[config.mk]
export PLATFORM = sky130hd
export DESIGN_NAME = ascon128_decrypt_core
export DESIGN_NICKNAME = d
export VERILOG_FILES = /design/src/rtl/ascon128_decrypt_core.sv
export SDC_FILE = /design/constraint.sdc
export NUM_CORES = 2
export LEC_CHECK = 0
export ABC_AREA = 1
export BUFFER_PORTS_ARGS = -buffer_cell sky130_fd_sc_hd__buf_2
export CAP_MARGIN = 20
export CORE_MARGIN = 2
export CORE_UTILIZATION = 55
export DETAILED_ROUTE_END_ITERATION = 12
export PLACE_DENSITY = 0.78
export SETUP_SLACK_MARGIN = 0.05
export SLEW_MARGIN = 30
export SYNTH_ARGS = -nofsm -noshare
export SYNTH_HDL_FRONTEND = slang
export SYNTH_SLANG_ARGS = --single-unit
export TNS_END_PERCENT = 5
[constraint.sdc]
create_clock -name clock_i -period 2.26 [get_ports clock_i]
set_input_delay 0.113 -clock clock_i [delete_from_list [all_inputs] [get_ports clock_i]]
set_output_delay 0.113 -clock clock_i [all_outputs]
set_load 0.05 [all_outputs]
[src/rtl/ascon128_decrypt_core.sv]
// Ascon-128 decryption core: init, AD absorb, CT decrypt with plaintext streaming,
// finalization and tag check. One permutation round is applied per clock.
module ascon128_decrypt_core #(
  parameter logic [63:0] IV       = 64'h80400c0600000000,
  parameter int unsigned ROUNDS_A = 12,
  parameter int unsigned ROUNDS_B = 6
) (
  input  logic         clock_i,
  input  logic         resetb_i,
  input  logic         start_i,
  input  logic [127:0] key_i,
  input  logic [127:0] nonce_i,
  input  logic         ad_present_i,
  input  logic [63:0]  data_i,
  input  logic         data_valid_i,
  input  logic         data_last_i,
  input  logic [2:0]   data_bytes_i,
  output logic         data_ready_o,
  input  logic [127:0] tag_i,
  output logic [63:0]  plain_o,
  output logic         plain_valid_o,
  output logic [3:0]   plain_bytes_o,
  output logic         busy_o,
  output logic         done_o,
  output logic         tag_ok_o
);

  // Round counter start values; every permutation ends on round 11.
  localparam logic [3:0] CtrA = 4'(12 - ROUNDS_A);
  localparam logic [3:0] CtrB = 4'(12 - ROUNDS_B);

  typedef enum logic [3:0] {
    StIdle, StInit, StAdWait, StAdPerm, StCtWait, StCtPerm, StFinal, StTag, StDone
  } state_e;

  state_e       state;
  logic [63:0]  x0, x1, x2, x3, x4;
  logic [3:0]   round_ctr;
  logic [63:0]  key_hi, key_lo;
  logic [127:0] tag_ref;
  logic         ad_flag;
  logic         ad_last;

  logic [63:0] a0, a1, a2, a3, a4;
  logic [63:0] b0, b1, b2, b3, b4;
  logic [63:0] c0, c1, c2, c3, c4;
  logic [63:0] rnd0, rnd1, rnd2, rnd3, rnd4;
  logic [63:0] ct_mask, ct_pad;
  logic        last_round;

  function automatic logic [63:0] rotr(input logic [63:0] v, input int unsigned n);
    return (v >> n) | (v << (64 - n));
  endfunction

  // One Ascon round on the current state: constant add, bitsliced S-box, linear layer.
  assign a0 = x0 ^ x4;
  assign a1 = x1;
  assign a2 = x2 ^ {56'h0, ~round_ctr, round_ctr} ^ x1;
  assign a3 = x3;
  assign a4 = x4 ^ x3;
  assign b0 = a0 ^ (~a1 & a2);
  assign b1 = a1 ^ (~a2 & a3);
  assign b2 = a2 ^ (~a3 & a4);
  assign b3 = a3 ^ (~a4 & a0);
  assign b4 = a4 ^ (~a0 & a1);
  assign c0 = b0 ^ b4;
  assign c1 = b1 ^ b0;
  assign c2 = ~b2;
  assign c3 = b3 ^ b2;
  assign c4 = b4;
  assign rnd0 = c0 ^ rotr(c0, 19) ^ rotr(c0, 28);
  assign rnd1 = c1 ^ rotr(c1, 61) ^ rotr(c1, 39);
  assign rnd2 = c2 ^ rotr(c2, 1) ^ rotr(c2, 6);
  assign rnd3 = c3 ^ rotr(c3, 10) ^ rotr(c3, 17);
  assign rnd4 = c4 ^ rotr(c4, 7) ^ rotr(c4, 41);

  assign last_round = (round_ctr == 4'd11);

  // Last CT block: top n bytes are data, padding byte sits right after them.
  assign ct_mask = ~(64'hFFFF_FFFF_FFFF_FFFF >> {data_bytes_i, 3'b000});
  assign ct_pad  = 64'h8000_0000_0000_0000 >> {data_bytes_i, 3'b000};

  assign data_ready_o = (state == StAdWait) || (state == StCtWait);

  // Control FSM, sponge state and registered outputs.
  always_ff @(posedge clock_i) begin
    if (resetb_i) begin
      state         <= StIdle;
      x0            <= '0;
      x1            <= '0;
      x2            <= '0;
      x3            <= '0;
      x4            <= '0;
      round_ctr     <= '0;
      key_hi        <= '0;
      key_lo        <= '0;
      tag_ref       <= '0;
      ad_flag       <= 1'b0;
      ad_last       <= 1'b0;
      plain_o       <= '0;
      plain_valid_o <= 1'b0;
      plain_bytes_o <= '0;
      busy_o        <= 1'b0;
      done_o        <= 1'b0;
      tag_ok_o      <= 1'b0;
    end else begin
      plain_valid_o <= 1'b0;
      unique case (state)
        StIdle, StDone: begin
          if (start_i) begin
            {x0, x1, x2, x3, x4} <= {IV, key_i, nonce_i};
            {key_hi, key_lo}     <= key_i;
            ad_flag              <= ad_present_i;
            round_ctr            <= CtrA;
            busy_o               <= 1'b1;
            done_o               <= 1'b0;
            tag_ok_o             <= 1'b0;
            state                <= StInit;
          end
        end
        StInit: begin
          {x0, x1, x2, x3, x4} <= {rnd0, rnd1, rnd2, rnd3, rnd4};
          round_ctr            <= round_ctr + 4'd1;
          if (last_round) begin
            x3 <= rnd3 ^ key_hi;
            if (ad_flag) begin
              x4    <= rnd4 ^ key_lo;
              state <= StAdWait;
            end else begin
              // No AD: domain separation bit goes in straight away.
              x4    <= rnd4 ^ key_lo ^ 64'd1;
              state <= StCtWait;
            end
          end
        end
        StAdWait: begin
          if (data_valid_i) begin
            x0        <= x0 ^ data_i;
            ad_last   <= data_last_i;
            round_ctr <= CtrB;
            state     <= StAdPerm;
          end
        end
        StAdPerm: begin
          {x0, x1, x2, x3, x4} <= {rnd0, rnd1, rnd2, rnd3, rnd4};
          round_ctr            <= round_ctr + 4'd1;
          if (last_round) begin
            if (ad_last) begin
              x4    <= rnd4 ^ 64'd1;
              state <= StCtWait;
            end else begin
              state <= StAdWait;
            end
          end
        end
        StCtWait: begin
          if (data_valid_i) begin
            if (!data_last_i) begin
              plain_o       <= x0 ^ data_i;
              plain_valid_o <= 1'b1;
              plain_bytes_o <= 4'd8;
              x0            <= data_i;
              round_ctr     <= CtrB;
              state         <= StCtPerm;
            end else begin
              // Partial block: no permutation, go straight to finalization.
              plain_o       <= (x0 ^ data_i) & ct_mask;
              plain_valid_o <= |data_bytes_i;
              plain_bytes_o <= {1'b0, data_bytes_i};
              x0            <= ((data_i & ct_mask) | (x0 & ~ct_mask)) ^ ct_pad;
              x1            <= x1 ^ key_hi;
              x2            <= x2 ^ key_lo;
              tag_ref       <= tag_i;
              round_ctr     <= CtrA;
              state         <= StFinal;
            end
          end
        end
        StCtPerm: begin
          {x0, x1, x2, x3, x4} <= {rnd0, rnd1, rnd2, rnd3, rnd4};
          round_ctr            <= round_ctr + 4'd1;
          if (last_round) state <= StCtWait;
        end
        StFinal: begin
          {x0, x1, x2, x3, x4} <= {rnd0, rnd1, rnd2, rnd3, rnd4};
          round_ctr            <= round_ctr + 4'd1;
          if (last_round) state <= StTag;
        end
        StTag: begin
          tag_ok_o <= ({x3 ^ key_hi, x4 ^ key_lo} == tag_ref);
          done_o   <= 1'b1;
          busy_o   <= 1'b0;
          state    <= StDone;
        end
        default: state <= StIdle;
      endcase
    end
  end

endmodule

==> flow_metrics.tcl, run 1 <==
set metrics [dict create \
    pre_cts_slack_ns -0.302 \
    cts.htree.levels 3 \
    postSynthCellCount 8869 \
    cts_root_buffer "clkbuf_16" \
    outcome "did not finish" \
    total_cts_buffers 80 \
    synth.net_count 9455 \
    async_flop_share_pct 0 \
    grt_pass1_wl_um 592000 \
    dp_hpwl_um 268000 \
    synth_cell_type_count 42 \
    yosys.area.top_type_share_pct 24.5 \
    grt.overflow.total 27 \
    grt_max_degree 133 \
    port-buffer-count 529 \
    placementRows 114 \
    die-width_um 317 \
    first-error "[ERROR GRT-0116] Global routing finished with congestion. Check the congestion regions in the DRC Viewer." \
    flow.stopped_at "5_1_grt" \
    ys_top_cells_by_area "dfxtp_1, nand2_1, a21oi_1" \
    post_synth.cell_area_avg_sq_um 6.06 \
    synth_ff_type "dfxtp_1" \
    io_pins 530 \
    initial_utilization_pct 55.5 \
    clk_path_buf_depth 3 \
    grtUsageTotal_pct 80.9 \
    synth-seq-cells 658 \
    numClockSinks 658 \
    place.gp.congestion 1.30 \
    post_synth_instance_area_sq_um 53800 \
    vias_in_the_first_global_route 84600 \
    synth_edf_count 0 \
    yosysTopAreaCell "dfxtp_1" \
    yosysSeqAreaShare_pct 24.5 \
    chipHeight_um 317 \
    yosys_warnings 0 \
]
-- Yosys cell counts (67+ instances only) --
master	instances
a211oi_1	79
a21oi_1	817
buf_2	67
clkbuf_1	269
dfxtp_1	658
ha_1	129
inv_1	875
nand2_1	2777
nand3_1	528
nand3b_1	94
nand4_1	161
nor2_1	452
nor3_1	88
o21ai_0	773
or2_2	110
xnor2_1	438
xor2_1	336
-- what timing repair did --
item | 4_1_cts
hold buffers | 450
pin swaps | 32
setup endpoints to repair | 314
endpoints found under the hold margin | 607
buffers inserted | 7
resized for setup | 201
cloned | 3
-- metrics by stage --
| step | utilization [%] | hold slack (ns) | area (sq um) | std cells | setup TNS [ns] |
|---|---|---|---|---|---|
| CTS | 80.1 | 0.00363 | 77600 | 12400 | -0.0726 |
| detailed placement | 71.6 | 0.341 | 69400 | 11800 | -14.15 |
| global placement | 71.6 | 0.334 | 69400 | 11800 | -6.03 |
| floorplan | - | 0.205 | 53800 | 8869 | 0 |
-- per-layer routing --
metal / GRT usage, % / overflow
met5: 40.8 / 0
met4: 82.2 / 13
met3: 68.3 / 0
met2: 94.6 / 14
met1: 80.6 / 0
-- kinds of logic after synthesis --
family | share of synthesized area (%)
AND/OR/NAND/NOR | 33.2
AO/OA/AOI/OAI | 17.7
buffers and inverters | 8.96
XOR/XNOR | 12.6
flip-flops | 24.5
adder cells (fa/ha/maj) | 3.00
==> run 2: changes to the inputs <==
- CORE_UTILIZATION: 55 -> 40
- PLACE_DENSITY: 0.78 -> unset
- PLACE_DENSITY_LB_ADDON: unset -> 0.15
- SETUP_SLACK_MARGIN: 0.05 -> unset
- clock period: 2.26 -> 2.95 ns (I/O delays scaled with it)
==> run 2 against run 1 <==
Net effect:
- the flow now finishes, with violations (negative setup slack)
- synthesized area unchanged
- synthesized cell count did not move
==> flow_metrics.tcl, run 2 <==
set metrics [dict create \
    synth-seq-cells 658 \
    tritoncts "yes" \
    grtUsageTotal_pct 49.8 \
    synth_edf_count 0 \
    yosysSeqAreaShare_pct 24.5 \
    numClockSinks 658 \
    port-buffer-count 529 \
    timing.fmax_ghz 0.337 \
    post_route_cells_drive_above_1_share_pct 14.2 \
    synth_ff_type "dfxtp_1" \
    design_area_sq_um 71000 \
    yosys.area.top_type_share_pct 24.5 \
    yosys_warnings 0 \
    layout_commonest_cell "nand2_1" \
    synth_cell_type_count 42 \
    total_cts_buffers 86 \
    worst_setup_margin_ns -0.0155 \
    nNetsFinal 10800 \
    final_wirelength_um 356000 \
    antenna_left 0 \
    fp.dieArea_sq_um 137000 \
    ff2ff_setup_slack_ns -0.02 \
    hold_viol 0 \
    multi_input_area_sq_um 35900 \
    clk_transition_reported_paths_ns 0.06 \
    worst_hold_path_type "in -> reg" \
    cts.htree.levels 3 \
    via_count 70400 \
    most-common-layout-cells "nand2_1, inv_1, a21oi_1" \
    seqCellArea_sq_um 13200 \
    drc 0 \
    cap_viol_max_count 0 \
    place.gp.congestion 1.13 \
    cp_max_fo 4 \
    chipHeight_um 371 \
    clock-skew-final_ns 0.0400 \
    timing.setup.critical_path_class "reg -> reg" \
    worstPathArrival_ns 3.60 \
    drt_pass1_iterations 7 \
    layout.filler_cells 13300 \
    dp_hpwl_um 283000 \
    initial_utilization_pct 40.3 \
    clk_path_buf_depth 3 \
    die-width_um 371 \
    wl_per_cell_um 29.5 \
    placementRows 134 \
    grt_pass1_wl_um 478000 \
    postPlaceCellArea_sq_um 63200 \
    placeableCoreArea_sq_um 133000 \
    tightestPinTransition_ns 1.17 \
    rsz0062_at_grt "false" \
    cts_root_buffer "clkbuf_16" \
    vias_in_the_first_global_route 62400 \
    ys_top_cells_by_area "dfxtp_1, nand2_1, a21oi_1" \
    post_synth.cell_area_avg_sq_um 6.06 \
    grt.overflow.total 0 \
    worstSkewPairLatency_ns 0.74 \
    top_register "tag_ref" \
    setup_viol 1 \
    yosysTopAreaCell "dfxtp_1" \
    period_minus_slack_ns 2.97 \
    final.hold.worst_slack_ns 0.0652 \
    crit_path_end_kind "flop" \
    grt_max_degree 169 \
    violated_checks "negative setup slack" \
    critPathRequiredTime_ns 3.58 \
    largest_register_ff_count 128 \
    cp-start-kind "flop" \
    min_period_over_period_pct 101 \
    drt_first_iter_violations 10200 \
    ys_top_cells_by_count "nand2_1, inv_1, a21oi_1" \
    syn_to_final_growth_pct 31.9 \
    postSynthCellCount 8869 \
    async_flop_share_pct 0 \
    synth.net_count 9455 \
    synthMostInstantiatedCell "nand2_1" \
    post_synth_instance_area_sq_um 53800 \
    routed_via_density 5.83 \
    max_slew_margin_pct 21.5 \
    outcome "complete, but fails checks" \
    slew_violations 0 \
    antenna_violations_before_repair 29 \
    io_pins 530 \
    cts_setup_buffers 0 \
]
==> run 2: cell counts after synthesis <==
Identical to the previous run, type by type.
==> run 2: routing by layer <==
| layer | GRT usage (%) | up-vias | share of wire, % |
|---|---|---|---|
| li1 | - | 31500 | - |
| met1 | 62.3 | 33100 | 38 |
| met2 | 69.5 | 4687 | 39 |
| met3 | 13.8 | 1045 | 12 |
| met4 | 44.1 | 20 | 11 |
| met5 | 0 | - | 0.038 |
==> run 2: metrics by stage <==
| stage | instances | util, % | setup WS, ns | TNS (ns) |
|---|---|---|---|---|
| global placement | 11400 | 47.4 | 0.211 | 0 |
| CTS | 12100 | 53.1 | 0.153 | 0 |
| detailed placement | 11400 | 47.4 | 0.188 | 0 |
| finish | 12100 | 53.2 | -0.0155 | -0.0155 |
| global route | 12100 | 53.1 | 0.00826 | 0 |
| floorplan | 8869 | - | 0.703 | 0 |
==> run 2: path summary, 6_finish.rpt <==
kind | start | to | depth (start not counted)
worst max-delay path | x4[39] | tag_ok_o | 10
worst max register to register | x4[39] | tag_ok_o | 10
worst min register to register | plain_o[29] | plain_o[29] | 2
worst min-delay path | nonce_i[104] | a3[40] | 6
==> run 2: logic make-up (layout without fill, tap and decap cells) <==
kind of cell	Yosys count	in the layout	share of synthesized area [%]
buffers and inverters	1252	2672	8.96
adders and majority gates	129	129	3.00
other	0	15	0
AOI/OAI and AO/OA	1814	1814	17.7
DFF	658	658	24.5
xor gates and xnor gates	774	774	12.6
and+or+nand+nor	4242	4242	33.2
==> run 2: layout make-up <==
class	count	share of cell area [%]
tap	1768	3.12
sequential	658	18.6
clock buffer	115	3.51
clock inverter	40	0.730
timing repair buffer	1629	18.6
antenna	15	0.0529
multi-input combinational	6959	50.6
inverter	888	4.75
==> run 2: repair_timing <==
action,in CTS,in global routing
gates resized for setup,0,3
setup endpoints to repair,0,4
hold buffers,465,0
hold endpoints to repair,635,0
==> run 2: worst max-delay path: stages (launching register included) <==
cell and delay (ns):
dfxtp_1 0.41, xnor2_1 0.95, o22ai_1 0.19, buf_4 0.25, nor2_1 0.09, nand2_1 0.05, nor2_1 0.48, nand2_1 0.11
nor2_1 0.11, nand3_1 0.08, o21ai_0 0.18
Power of run 2 is not shown: default switching activity piles up to over one toggle a cycle in this logic, so the estimate is an artifact.
